$ cat config.mk
export PLATFORM = sky130hd
export DESIGN_NAME = seven_seg_mux_driver
export DESIGN_NICKNAME = d
export VERILOG_FILES = /design/src/rtl/seven_seg_mux_driver.sv
export SDC_FILE = /design/constraint.sdc
export NUM_CORES = 1
export LEC_CHECK = 0
export ABC_CLOCK_PERIOD_IN_PS = 7000
export BUFFER_PORTS_ARGS = -buffer_cell sky130_fd_sc_hd__buf_2
export CAP_MARGIN = 5
export CORE_ASPECT_RATIO = 1.4
export CORE_MARGIN = 10
export CORE_UTILIZATION = 40
export DETAILED_ROUTE_END_ITERATION = 10
export MAX_ROUTING_LAYER = met4
export PLACE_DENSITY_LB_ADDON = 0.05
export SLEW_MARGIN = 20
export SYNTH_ARGS = -nofsm -noshare
export SYNTH_HDL_FRONTEND = slang
export SYNTH_SLANG_ARGS = --single-unit
$ cat constraint.sdc
create_clock -name i_Clk -period 7 [get_ports i_Clk]
set_input_delay 0.35 -clock i_Clk [delete_from_list [all_inputs] [get_ports i_Clk]]
set_output_delay 0.35 -clock i_Clk [all_outputs]
set_load 0.01 [all_outputs]
$ cat src/rtl/seven_seg_mux_driver.sv
`default_nettype none
// ============================================================================
// Module   : seven_seg_mux_driver
// Purpose  : Time-multiplexed N-digit hex 7-segment driver with ghost-suppression
//            guard ticks and frame-coherent value updates.
//            Optional macro: SEG_LEADING_ZERO_BLANK_EN (leading-zero blanking).
// Revision : 1.0 - initial release
// ============================================================================
module seven_seg_mux_driver #(
   parameter int NUM_DIGITS     = 4,
   parameter int CLKS_PER_DIGIT = 25000,
   parameter int GUARD_CLKS     = 2,
   parameter int SEG_ACTIVE_LOW = 1,
   parameter int DIG_ACTIVE_LOW = 1
) (
   input  logic                    i_Clk,
   input  logic                    i_Rst,
   input  logic                    i_Load,
   input  logic [4*NUM_DIGITS-1:0] i_Value,
   output logic [6:0]              o_Segment,
   output logic [NUM_DIGITS-1:0]   o_Digit_En,
   output logic                    o_Pending,
   output logic                    o_Frame_Done
);

   localparam int TICK_W = (CLKS_PER_DIGIT > 1) ? $clog2(CLKS_PER_DIGIT) : 1;
   localparam int SLOT_W = (NUM_DIGITS > 1) ? $clog2(NUM_DIGITS) : 1;

   localparam logic [TICK_W-1:0]     LAST_TICK  = TICK_W'(CLKS_PER_DIGIT - 1);
   localparam logic [TICK_W-1:0]     GUARD_TICK = TICK_W'(GUARD_CLKS);
   localparam logic [SLOT_W-1:0]     LAST_SLOT  = SLOT_W'(NUM_DIGITS - 1);
   localparam logic [6:0]            SEG_UNLIT  = (SEG_ACTIVE_LOW != 0) ? 7'h7F : 7'h00;
   localparam logic [NUM_DIGITS-1:0] DIG_IDLE   = (DIG_ACTIVE_LOW != 0) ?
                                                  {NUM_DIGITS{1'b1}} : {NUM_DIGITS{1'b0}};

   logic [TICK_W-1:0]       tick;
   logic [SLOT_W-1:0]       slot;
   logic [4*NUM_DIGITS-1:0] shadow;
   logic [4*NUM_DIGITS-1:0] display;
   logic [3:0]              nibbles [NUM_DIGITS];

   logic                    tick_wrap;
   logic                    frame_end;
   logic                    in_guard;
   logic                    blank_sel;
   logic [6:0]              seg_hi;
   logic [6:0]              seg_next;
   logic [NUM_DIGITS-1:0]   dig_hot;
   logic [NUM_DIGITS-1:0]   dig_next;

   // Active-high {A,B,C,D,E,F,G} pattern for a hex nibble.
   function automatic logic [6:0] encode_hex(input logic [3:0] nib);
      logic [6:0] seg;
      case (nib)
         4'h0:    seg = 7'h7E;
         4'h1:    seg = 7'h30;
         4'h2:    seg = 7'h6D;
         4'h3:    seg = 7'h79;
         4'h4:    seg = 7'h33;
         4'h5:    seg = 7'h5B;
         4'h6:    seg = 7'h5F;
         4'h7:    seg = 7'h70;
         4'h8:    seg = 7'h7F;
         4'h9:    seg = 7'h7B;
         4'hA:    seg = 7'h77;
         4'hB:    seg = 7'h1F;
         4'hC:    seg = 7'h4E;
         4'hD:    seg = 7'h3D;
         4'hE:    seg = 7'h4F;
         default: seg = 7'h47;
      endcase
      return seg;
   endfunction

   generate
      for (genvar i = 0; i < NUM_DIGITS; i++) begin : g_nib
         assign nibbles[i] = display[4*i +: 4];
      end
   endgenerate

   assign tick_wrap = (tick == LAST_TICK);
   assign frame_end = tick_wrap && (slot == LAST_SLOT);

   // Enables stay off for the first GUARD_CLKS ticks so the segment bus can settle.
   generate
      if (GUARD_CLKS > 0) begin : g_guard
         assign in_guard = (tick < GUARD_TICK);
      end else begin : g_no_guard
         assign in_guard = 1'b0;
      end
   endgenerate

`ifdef SEG_LEADING_ZERO_BLANK_EN
   logic [NUM_DIGITS-1:0] blank_mask;
   logic                  zero_above;

   // Walk down from the top digit; a digit blanks only while everything above it is zero.
   always_comb begin
      blank_mask = '0;
      zero_above = 1'b1;
      for (int i = NUM_DIGITS - 1; i >= 1; i--) begin
         zero_above    = zero_above & (nibbles[i] == 4'h0);
         blank_mask[i] = zero_above;
      end
   end

   assign blank_sel = blank_mask[slot];
`else
   assign blank_sel = 1'b0;
`endif

   assign seg_hi   = blank_sel ? 7'h00 : encode_hex(nibbles[slot]);
   assign seg_next = (SEG_ACTIVE_LOW != 0) ? ~seg_hi : seg_hi;
   assign dig_hot  = in_guard ? {NUM_DIGITS{1'b0}} : (NUM_DIGITS'(1) << slot);
   assign dig_next = (DIG_ACTIVE_LOW != 0) ? ~dig_hot : dig_hot;

   always_ff @(posedge i_Clk or posedge i_Rst) begin
      if (i_Rst) begin
         tick <= '0;
         slot <= '0;
      end else if (tick_wrap) begin
         tick <= '0;
         slot <= (slot == LAST_SLOT) ? '0 : slot + 1'b1;
      end else begin
         tick <= tick + 1'b1;
      end
   end

   // Display only moves at the frame boundary; a coincident load lands in shadow
   // and keeps o_Pending set for the following frame.
   always_ff @(posedge i_Clk or posedge i_Rst) begin
      if (i_Rst) begin
         shadow    <= '0;
         display   <= '0;
         o_Pending <= 1'b0;
      end else begin
         if (frame_end && o_Pending) begin
            display <= shadow;
         end
         if (i_Load) begin
            shadow    <= i_Value;
            o_Pending <= 1'b1;
         end else if (frame_end) begin
            o_Pending <= 1'b0;
         end
      end
   end

   always_ff @(posedge i_Clk or posedge i_Rst) begin
      if (i_Rst) begin
         o_Segment    <= SEG_UNLIT;
         o_Digit_En   <= DIG_IDLE;
         o_Frame_Done <= 1'b0;
      end else begin
         o_Segment    <= seg_next;
         o_Digit_En   <= dig_next;
         o_Frame_Done <= frame_end;
      end
   end

endmodule
`default_nettype wire

Word-level counts from Yosys, hierarchy flattened
Memories as Yosys holds them, arrays and structs flattened.
Cells that the tools add are included.
{ "classes": {"shifts": 1, "n_lt_le_gt_ge": 2, "n_reduce_logical": 3, "addsub": 2, "mux": 8, "bitwise": 3, "n_eq_ne": 2} }
{ "ops": {"columns": ["operator", "n"], "rows": [
  ["15-bit by 1-bit adder with 15-bit output, second input constant", 1],
  ["15-bit equality test, second input constant", 1],
  ["15-bit by 2-bit < comparator with 1-bit output, second input constant", 1],
  ["15-bit two-way mux", 1],
  ["4-bit two-way mux", 3],
  ["4-bit binary-select mux with 2-bit select", 1],
  ["7-bit NOT", 1],
  ["4-bit NOT", 1],
  ["1-bit by 2-bit left shift with 4-bit output, first input constant", 1],
  ["3-bit greater-or-equal comparator, second input constant", 1],
  ["2-bit NOT with 3-bit output", 1],
  ["2-bit by 1-bit adder with 2-bit output, second input constant", 1],
  ["2-bit equality test, second input constant", 1],
  ["1-bit logical AND", 2],
  ["1-bit two-way mux", 2],
  ["2-bit two-way mux", 1],
  ["2-bit nonzero test", 1]
]} }
{ "word_totals": {"rom_bits": 112, "elab_cells": 30, "output_inout_bits": 13, "mem_count": 1, "in_bits": 19, "regBits": 62} }
{ "memory_table": {"columns": ["name", "words", "width", "read_ports", "rd_ports_with_merged_regs", "wr", "line", "text"], "rows": [
  ["(name not given)", 16, 7, 1, 0, 0, "54", "case (nib)"]
]} }

Depth between registers and ports, before layout
Gate-level depths: netlist (run 1).
An unclocked memory read counts as a cell.
{ "logic_depth": {"ltp_word": 6, "mapped_depth": 7, "mapped_depth_nobuf": 6} }

Worst setup path before layout (run 1)
Ideal clock, no wire load.
{ "synth_timing": {"kind": "flip-flop to flip-flop", "start": "register tick[10]", "end": "register display[0]", "slack_ns": 4.789, "path_stages_with_launch": 7, "setup_time_ns": 0.125, "period_less_slack_ns": 2.211, "path_buffers": 2, "t_arrival_ns": 2.086, "required_ns": 6.875, "cell_sequence": "dfrtp_1 -> or4_4 -> nor4_4 -> and3_1 -> buf_6 -> buf_12 -> mux2_4"} }
{ "synth_via": {"elab_chain_cells": 3} }
{ "synth_rtl": {"columns": ["item", "line", "text"], "rows": [
  ["start, declared", "36", "logic [TICK_W-1:0] tick;"],
  ["start signal, assigned", "125", "tick <= tick + 1'b1;"],
  ["15-bit equality test", "81", "assign tick_wrap = (tick == LAST_TICK);"],
  ["1-bit logical AND", "82", "assign frame_end = tick_wrap && (slot == LAST_SLOT);"],
  ["1-bit logical AND", "137", "if (frame_end && o_Pending) begin"],
  ["end signal, assigned", "138", "display <= shadow;"],
  ["end, declared", "39", "logic [4*NUM_DIGITS-1:0] display;"]
]} }
Every way passes these cells.
A chain may end at the register's enable or synchronous reset.

Worst setup path in the final report (run 1)
{ "layout_timing": {"start": "register tick[10]", "end": "register display[14]"} }
Same word-level chain as after synthesis.

==> flow_metrics.tcl, run 1 <==
set metrics [dict create \
    yosysMostFrequentCell "dfrtp_1" \
    wl_per_cell_um 14.7 \
    synth_enable_flop_cells 0 \
    seq_area_um2 1570 \
    synth_area_leaders "dfrtp_1, dfstp_2, mux2_2" \
    end_kind "flop" \
    clock_latency_ps 340 \
    die_area_um2 10700 \
    power.leakage_nw 1.48 \
    cts_tree "done" \
    ys_ff_latch 62 \
    syn_avg_cell_area_um2 13.4 \
    root_buffer "clkbuf_8" \
    path_class "reg -> reg" \
    core_area_um2 6700 \
    maxCapViolCount 0 \
    min_period_ps 3060 \
    synth_top_area_frac 0.458 \
    seq_area_frac_synth 0.562 \
    fmax_mhz 327 \
    syn-cell-area_um2 2790 \
    cts_buffers 9 \
    place_area_um2 3010 \
    start_kind "flop" \
    grtUsageTotal 0.105 \
    dr.pass1.iters 4 \
    cts.path.max_buffers 2 \
    syn_nets 238 \
    routed_wl_um 5010 \
    cts_hold_buf 0 \
    fin_skew_ps 8.86 \
    worst_pin_slew_ps 892 \
    grt_pass1_vias 1768 \
    diodes 0 \
    first_iter_violations 86 \
    fin_crit_sh 0.437 \
    num_rows 35 \
    whs_ps 222 \
    finalSetupViolCount 0 \
    syn2layout_area_growth_pct 15.9 \
    nets 274 \
    syn_inst 208 \
    peakVddDrop_mv 0.126 \
    io_buffers 31 \
    slew_headroom 0.405 \
    fp.dieW_um 90.5 \
    gpl.final_weighted_congestion 0.786 \
    antenna_left 0 \
    critPathMaxFanout 16 \
    antenna_found_initial 0 \
    yosysWarnings 0 \
    cts_sinks 62 \
    rsz0062_at_grt "false" \
    hold_viol_final 0 \
    status "complete, no violations" \
    synth_area_leader_cell "dfrtp_1" \
    hold_path.class "in -> async" \
    drt-vias-per-instance 4.77 \
    dpl.hpwl_um 3540 \
    initial_core_util 0.416 \
    crit_arrival_ps 3280 \
    grt_pass1_wl_um 8870 \
    tns_ps 0 \
    total_power_uw 735 \
    cts_resized 0 \
    multiInputGateArea_um2 1140 \
    dieHeight_um 119 \
    fin_area_um2 3230 \
    overflow 0 \
    ios 32 \
    drive_gt1_frac 0.402 \
    post_cts_buffers 0 \
    htree_levels 3 \
    critPathRequiredTime_ps 7220 \
    synth_commonest_cells "dfrtp_1, mux2_2, nand2_1" \
    synth_cell_types 32 \
    ys_async_sr_fraction 1.00 \
    vias 1625 \
    synthFlopType "dfrtp_1" \
    post-route-drc-count 0 \
    fillCellCount 622 \
    clk_pin_slew_ps 70 \
    maxSlewViolCount 0 \
    grt_max_degree 63 \
    pwr_density_cell_nw_per_um2 228 \
]
## kinds of logic (layout without fill, tap and decap cells)
family | count (synthesis) | count (layout) | share of synthesized area
AOI/OAI and AO/OA | 18 | 18 | 0.0418
DFF | 62 | 62 | 0.562
muxes | 39 | 39 | 0.187
and+or+nand+nor | 53 | 53 | 0.0993
adders and majority gates | 11 | 11 | 0.0494
buffers and inverters | 15 | 56 | 0.0288
xor gates and xnor gates | 10 | 10 | 0.0314
## cells in the final DEF, fill, tap and decap left out, drive strengths merged
cell type | netlist | routed
a21o | 1 | 1
a21oi | 2 | 2
a22o | 2 | 2
a22oi | 1 | 1
and3 | 3 | 3
buf | 2 | 32
bufinv | 0 | 2
clkbuf | 5 | 10
clkinv | 0 | 3
clkinvlp | 0 | 1
dfrtp | 51 | 51
dfstp | 11 | 11
ha | 11 | 11
inv | 8 | 8
mux2 | 35 | 35
mux4 | 4 | 4
nand2 | 13 | 13
nand2b | 1 | 1
nand3 | 7 | 7
nand4 | 3 | 3
nor2 | 12 | 12
nor2b | 4 | 4
nor3 | 3 | 3
nor4 | 4 | 4
o21a | 3 | 3
o21ai | 5 | 5
o22ai | 3 | 3
o31ai | 1 | 1
or3 | 2 | 2
or4 | 1 | 1
xnor2 | 4 | 4
xor2 | 6 | 6
## area by class of cell
cell class	instances	area share
clock buffer	10	0.0396
clock inverter	6	0.0268
inverter	8	0.00931
multi-input combinational	131	0.353
sequential	62	0.485
tap	92	0.0357
timing repair buffer	32	0.0504
## final timing paths
check,start,to,slack [ps],cells after the start
min in group i_Clk,i_Value[12],shadow[12],240,2
max in group asynchronous,i_Rst,shadow[3],6290,3
setup / recovery,tick[10],display[14],3940,4
setup reg to reg,tick[10],display[14],3940,4
hold / removal,i_Rst,shadow[2],220,3
hold reg to reg,tick[0],tick[0],470,1
## power by group
part | total [mW] | internal [mW] | switching [mW]
Sequential | 0.373 | 0.368 | 0.00521
Combinational | 0.0238 | 0.0122 | 0.0116
Clock | 0.338 | 0.200 | 0.138
Total | 0.735 | 0.580 | 0.155
## metrics by stage
stage | worst slack (ps) | utilization | std cells
3_5_place_dp | 3900 | 0.450 | 325
4_1_cts | 3890 | 0.482 | 341
6_report | 3940 | 0.482 | 341
5_1_grt | 3690 | 0.482 | 341
2_1_floorplan | 4790 | - | 208
3_3_place_gp | 3910 | 0.450 | 325
## flip-flops by register name (all words and copies together) (netlist names)
name	cells
shadow	16
slot	2
tick	15
display	16
o_Pending	1
o_Segment	7
o_Frame_Done	1
o_Digit_En	4
## worst max-delay path, cell delays in order (launching register included)
cell,delay (ps)
dfrtp_1,430
or4_4,570
nor4_4,670
and3_1,850
mux2_2,410
## per-layer routing
layer / part of all wire / vias up / global-route usage
li1: - / 806 / -
met1: 0.45 / 777 / 0.123
met2: 0.48 / 31 / 0.160
met3: 0.036 / 11 / 0.0266
met4: 0.028 / 0 / 0.0629
met5: 0 / - / -
Note: power is estimated with default switching activity, not from simulation.
==> run 2: changes to the inputs <==
--- a/config.mk
+++ b/config.mk
@@ -5,7 +5,7 @@
 export SDC_FILE = /design/constraint.sdc
 export NUM_CORES = 1
 export LEC_CHECK = 0
-export ABC_CLOCK_PERIOD_IN_PS = 7000
+export ABC_CLOCK_PERIOD_IN_PS = 3020
 export BUFFER_PORTS_ARGS = -buffer_cell sky130_fd_sc_hd__buf_2
 export CAP_MARGIN = 5
 export CORE_ASPECT_RATIO = 1.4
==> constraint.sdc (replaced) <==
create_clock -name i_Clk -period 3.02 [get_ports i_Clk]
set_input_delay 0.151 -clock i_Clk [delete_from_list [all_inputs] [get_ports i_Clk]]
set_output_delay 0.151 -clock i_Clk [all_outputs]
set_load 0.01 [all_outputs]
==> flow_metrics.tcl, run 2 (synthesis results as in run 1) <==
set metrics [dict create \
    ff2ff_setup_slack_ps 760 \
    routed_wl_um 5350 \
    min_path_cells 2 \
    worstHoldStart "i_Value[5]" \
    path_class "reg -> reg" \
    clk_pin_slew_ps 70 \
    crit_chain "or4_4 > nor4_4 > and3_1 > buf_4 > mux2_2" \
    core_area_um2 6700 \
    cts_sinks 62 \
    fmax_mhz 443 \
    maxSlewViolCount 0 \
    start_kind "flop" \
    fp.dieW_um 90.5 \
    grt_pass1_wl_um 9160 \
    grt_pass1_vias 1850 \
    io_buffers 31 \
    nets 278 \
    syn2layout_area_growth_pct 16.5 \
    maxCapViolCount 0 \
    num_rows 35 \
    peakVddDrop_mv 0.402 \
    critPathSlowestCell "or4_4" \
    total_power_mw 1.65 \
    antenna_found_initial 0 \
    vias 1709 \
    end_kind "flop" \
    tns_ps 0 \
    place_ws_ps 754 \
    fillCellCount 627 \
    cts_hold_buf 1 \
    cts_tree "done" \
    wl_per_cell_um 15.5 \
    critPathMaxFanout 16 \
    fin_area_um2 3250 \
    worst_slack_ps 762 \
    seq_area_um2 1570 \
    post-route-drc-count 0 \
    layout_common_cells "dfrtp_1, buf_2, mux2_2, nand2_1, nor2_1" \
    gpl.final_weighted_congestion 0.762 \
    min_period_ps 2260 \
    finalSetupViolCount 0 \
    root_buffer "clkbuf_8" \
    cts_buffers 9 \
    drive_gt1_frac 0.407 \
    drt-vias-per-instance 4.95 \
    placedCellCount 328 \
    grt_max_degree 27 \
    hold_viol_final 0 \
    post_cts_buffers 0 \
    place_area_um2 3040 \
    crit_family "simple AND/OR/NAND/NOR gates" \
    initial_core_util 0.416 \
    die_area_um2 10700 \
    whs_ps 47.0 \
    multiInputGateArea_um2 1140 \
    fin_util 0.484 \
    dpl.hpwl_um 3820 \
    timing.rr.end "display[13]" \
    crit_path_max_incr_delay_ps 580 \
    status "complete, no violations" \
    rsz0062_at_grt "false" \
    diodes 0 \
    htree_levels 3 \
    grtUsageTotal 0.108 \
    worstRegToRegCells 5 \
    overflow 0 \
    instances_no_fill 345 \
    power.leakage_nw 1.50 \
    ios 32 \
    final_common_cell "dfrtp_1" \
    dr.pass1.iters 3 \
    clock_latency_ps 340 \
    pwr_density_cell_nw_per_um2 509 \
    cts.path.max_buffers 2 \
    min_to "shadow[5]" \
    reg.largest.list "display: 16 flops, shadow: 16 flops, tick: 15 flops" \
    worst_pin_slew_ps 444 \
    fin_crit_sh 0.748 \
    critPathRequiredTime_ps 3240 \
    path_buf_inv 1 \
    cts_resized 0 \
    fin_skew_ps 9.71 \
    dieHeight_um 119 \
    first_iter_violations 68 \
    antenna_left 0 \
    slew_headroom 0.703 \
    hold_path.class "in -> reg" \
    crit_arrival_ps 2470 \
    worstReg2RegStart "tick[10]" \
]
-- run 2: changes by cell type in the layout (fill, tap and decap cells not counted) --
cell and change:
clkinv_4 -1, clkinv_2 +1, dlygate4sd3_1 +1, bufinv_16 -1, clkbuf_8 +2, buf_4 +3, clkinvlp_4 -1
-- run 2: final cells by class --
cell class	instances	area share
flip-flops and latches	62	0.482
clock buffers	12	0.0478
multi-input cells	131	0.351
clock inverters	4	0.0139
repair buffers	36	0.0601
inverters	8	0.00925
well taps	92	0.0355
-- run 2: worst reg2reg max path, stage by stage (launching register included) --
cell	delay (ps)
dfrtp_1	440
or4_4	580
nor4_4	300
and3_1	180
buf_4	270
mux2_2	370
-- run 2: per-layer routing --
layer	vias to the layer above	part of all wire	GRT usage
met5	-	0	-
met4	0	0.016	0.0419
met3	11	0.042	0.0386
met2	27	0.50	0.175
met1	861	0.45	0.119
li1	810	-	-
-- run 2: power breakdown --
part	switching [mW]	internal, mW
Combinational	0.0281	0.0300
Clock	0.306	0.422
Sequential	0.0134	0.853
Total	0.347	1.30
-- run 2: worst max path at each step --
stage,depth (start not counted),startpoint,slack (ps),endpoint
3_5_place_dp,5,tick[10],750,display[12]
4_1_cts,5,tick[10],740,display[12]
2_1_floorplan,6,tick[10],810,display[0]
3_3_place_gp,5,tick[10],820,display[14]
5_1_grt,5,tick[10],640,display[14]
6_report,5,tick[10],760,display[13]
==> run 3: changes to the inputs <==
--- a/config.mk
+++ b/config.mk
@@ -5,7 +5,8 @@
 export SDC_FILE = /design/constraint.sdc
 export NUM_CORES = 1
 export LEC_CHECK = 0
-export ABC_CLOCK_PERIOD_IN_PS = 3020
+export ABC_AREA = 1
+export ABC_CLOCK_PERIOD_IN_PS = 2240
 export BUFFER_PORTS_ARGS = -buffer_cell sky130_fd_sc_hd__buf_2
 export CAP_MARGIN = 5
 export CORE_ASPECT_RATIO = 1.4
==> constraint.sdc (replaced) <==
create_clock -name i_Clk -period 2.24 [get_ports i_Clk]
set_input_delay 0.112 -clock i_Clk [delete_from_list [all_inputs] [get_ports i_Clk]]
set_output_delay 0.112 -clock i_Clk [all_outputs]
set_load 0.01 [all_outputs]
==> flow_metrics.tcl, run 3 <==
set metrics [dict create \
    grt_pass1_wl_um 11900 \
    worstRegToRegCells 10 \
    syn_avg_cell_area_um2 8.29 \
    clk_pin_slew_ps 70 \
    instances_no_fill 537 \
    placedCellCount 505 \
    cts_sinks 62 \
    maxSlewViolCount 0 \
    synth_enable_flop_cells 0 \
    grt_pass1_vias 2524 \
    overflow 0 \
    ios 32 \
    syn_nets 410 \
    hold_path.class "in -> reg" \
    htree_levels 3 \
    reg.largest.list "display: 16 flops, shadow: 16 flops, tick: 15 flops" \
    grt_max_degree 31 \
    gpl.final_weighted_congestion 0.839 \
    cts_buffers 9 \
    crit_arrival_ps 2040 \
    nets 463 \
    initial_core_util 0.409 \
    slew_headroom 0.589 \
    ys_ff_latch 62 \
    ys_async_sr_fraction 1.00 \
    critPathMaxFanout 12 \
    syn-cell-area_um2 3150 \
    dpl.hpwl_um 5050 \
    wl_per_cell_um 12.3 \
    syn_inst 380 \
    layout_common_cells "nand2_1, dfrtp_1, buf_2, nor2_1" \
    routed_wl_um 6600 \
    drt-vias-per-instance 4.58 \
    synthFlopType "dfrtp_1" \
    cts_resized 0 \
    path_class "reg -> reg" \
    antenna_left 0 \
    met1_length_um 3010 \
    final_common_cell "nand2_1" \
    cts_tree "done" \
    crit_chain "inv_4 > nand2_1 > nand3_1 > nand2_1 > inv_1 > ha_1 > inv_1 > nand3_1 > nand3_1 > nand2_1" \
    dieHeight_um 125 \
    dr_wl_met2_um 3250 \
    fin_crit_sh 0.797 \
    synth_area_leader_cell "dfrtp_1" \
    io_buffers 31 \
    pwr_density_cell_nw_per_um2 627 \
    yosysMostFrequentCell "nand2_1" \
    vias 2457 \
    synth_area_leaders "dfrtp_1, nand2_1, dfstp_2" \
    diodes 0 \
    fin_skew_ps 15.1 \
    peakVddDrop_mv 0.336 \
    synth_top_area_frac 0.405 \
    drive_gt1_frac 0.199 \
    syn2layout_area_growth_pct 19.5 \
    end_kind "flop" \
    rsz0062_at_grt "false" \
    start_kind "flop" \
    antenna_found_initial 0 \
    die_area_um2 11900 \
    min_path_cells 4 \
    tns_ps 0 \
    grtUsageTotal 0.125 \
    power.leakage_nw 1.98 \
    synth_cell_types 32 \
    top_layer "met4" \
    critPathRequiredTime_ps 2500 \
    wl_met3_um 211 \
    first_iter_violations 121 \
    finalSetupViolCount 0 \
    maxCapViolCount 0 \
    critPathSlowestCell "dfrtp_1" \
    hold_viol_final 0 \
    post-route-drc-count 0 \
    root_buffer "clkbuf_8" \
    synth_commonest_cells "nand2_1, dfrtp_1, nor2_1" \
    seq_area_frac_synth 0.497 \
    num_rows 38 \
    clock_latency_ps 340 \
    fp.dieW_um 95.0 \
    min_period_ps 1790 \
    core_area_um2 7700 \
    status "complete, no violations" \
    dr.pass1.iters 4 \
    yosysWarnings 0 \
    crit_path_max_incr_delay_ps 580 \
    cts.path.max_buffers 2 \
    worst_pin_slew_ps 616 \
    fmax_mhz 560 \
]
[run 3: cell count changes in the layout (fill, tap and decap cells not counted), moves of 5 or more]
cell           delta
a21oi_1           +5
dlygate4sd3_1    +16
inv_1            +18
mux2_2           -25
mux2_4           -10
nand2_1         +136
nand2_2           +6
nand3_1          +18
nand4_1          +16
nor2_1           +17
[run 3: kinds of logic after synthesis]
group	after synthesis	synth area share
DFF	62	0.497
AOI/OAI and AO/OA	12	0.0199
xor gates and xnor gates	4	0.0111
adders and majority gates	11	0.0437
and+or+nand+nor	248	0.357
buffers and inverters	43	0.0719
[run 3: power breakdown]
| group | leakage, nW | internal, mW | switching (mW) |
|---|---|---|---|
| clock network | 0.109 | 0.682 | 0.422 |
| logic | 1.10 | 0.0465 | 0.0496 |
| registers | 0.779 | 1.15 | 0.0132 |
[run 3: worst paths after layout]
kind | from | to | slack [ps]
worst max-delay path | slot[0] | o_Segment[6] | 450
worst min-delay path | i_Load | shadow[5] | 210
worst max register to register | slot[0] | o_Segment[6] | 450
worst min register to register | shadow[9] | shadow[9] | 470
max in group asynchronous | i_Rst | o_Segment[5] | 1110
min in group asynchronous | i_Rst | tick[3] | 390
[run 3: repair_timing]
item / 4_1_cts / 5_1_grt
buffers inserted: 0 / 0
hold endpoints to repair: 43 / 0
setup endpoints to repair: 0 / 0
hold buffers: 17 / 0
[run 3: layout make-up]
cell class	count	area (µm²)
repair buffers	54	370
clock inverters	3	67.6
flip-flops and latches	62	1570
clock buffers	12	155
fillers	791	3940
inverters	31	124
multi-input cells	275	1360
well taps	100	125
[run 3: metrics by stage]
stage / utilization / hold WS, ps / instance area (µm²) / power [mW] / setup WS [ps]
after floorplan: - / 229 / 3150 / 1.22 / 605
after global placement: 0.438 / 232 / 3370 / 1.26 / 515
after detailed placement: 0.438 / 232 / 3370 / 1.26 / 458
after CTS: 0.489 / 210 / 3770 / 2.38 / 443
after global routing: 0.489 / 236 / 3770 / 2.45 / 201
final: 0.489 / 212 / 3770 / 2.36 / 454
[run 3: critical path, delay by kind of cell (launching register included)]
family        cells  cell delay [ps]
flops             1              580
simple gates      6              550
buf+inv           3              330
fa+ha+maj         1              250
[run 3: routing by layer]
| layer | vias up | global-route usage |
|---|---|---|
| met4 | 0 | 0.0539 |
| met5 | - | - |
| met1 | 1100 | 0.146 |
| li1 | 1307 | - |
| met3 | 11 | 0.0246 |
| met2 | 39 | 0.201 |
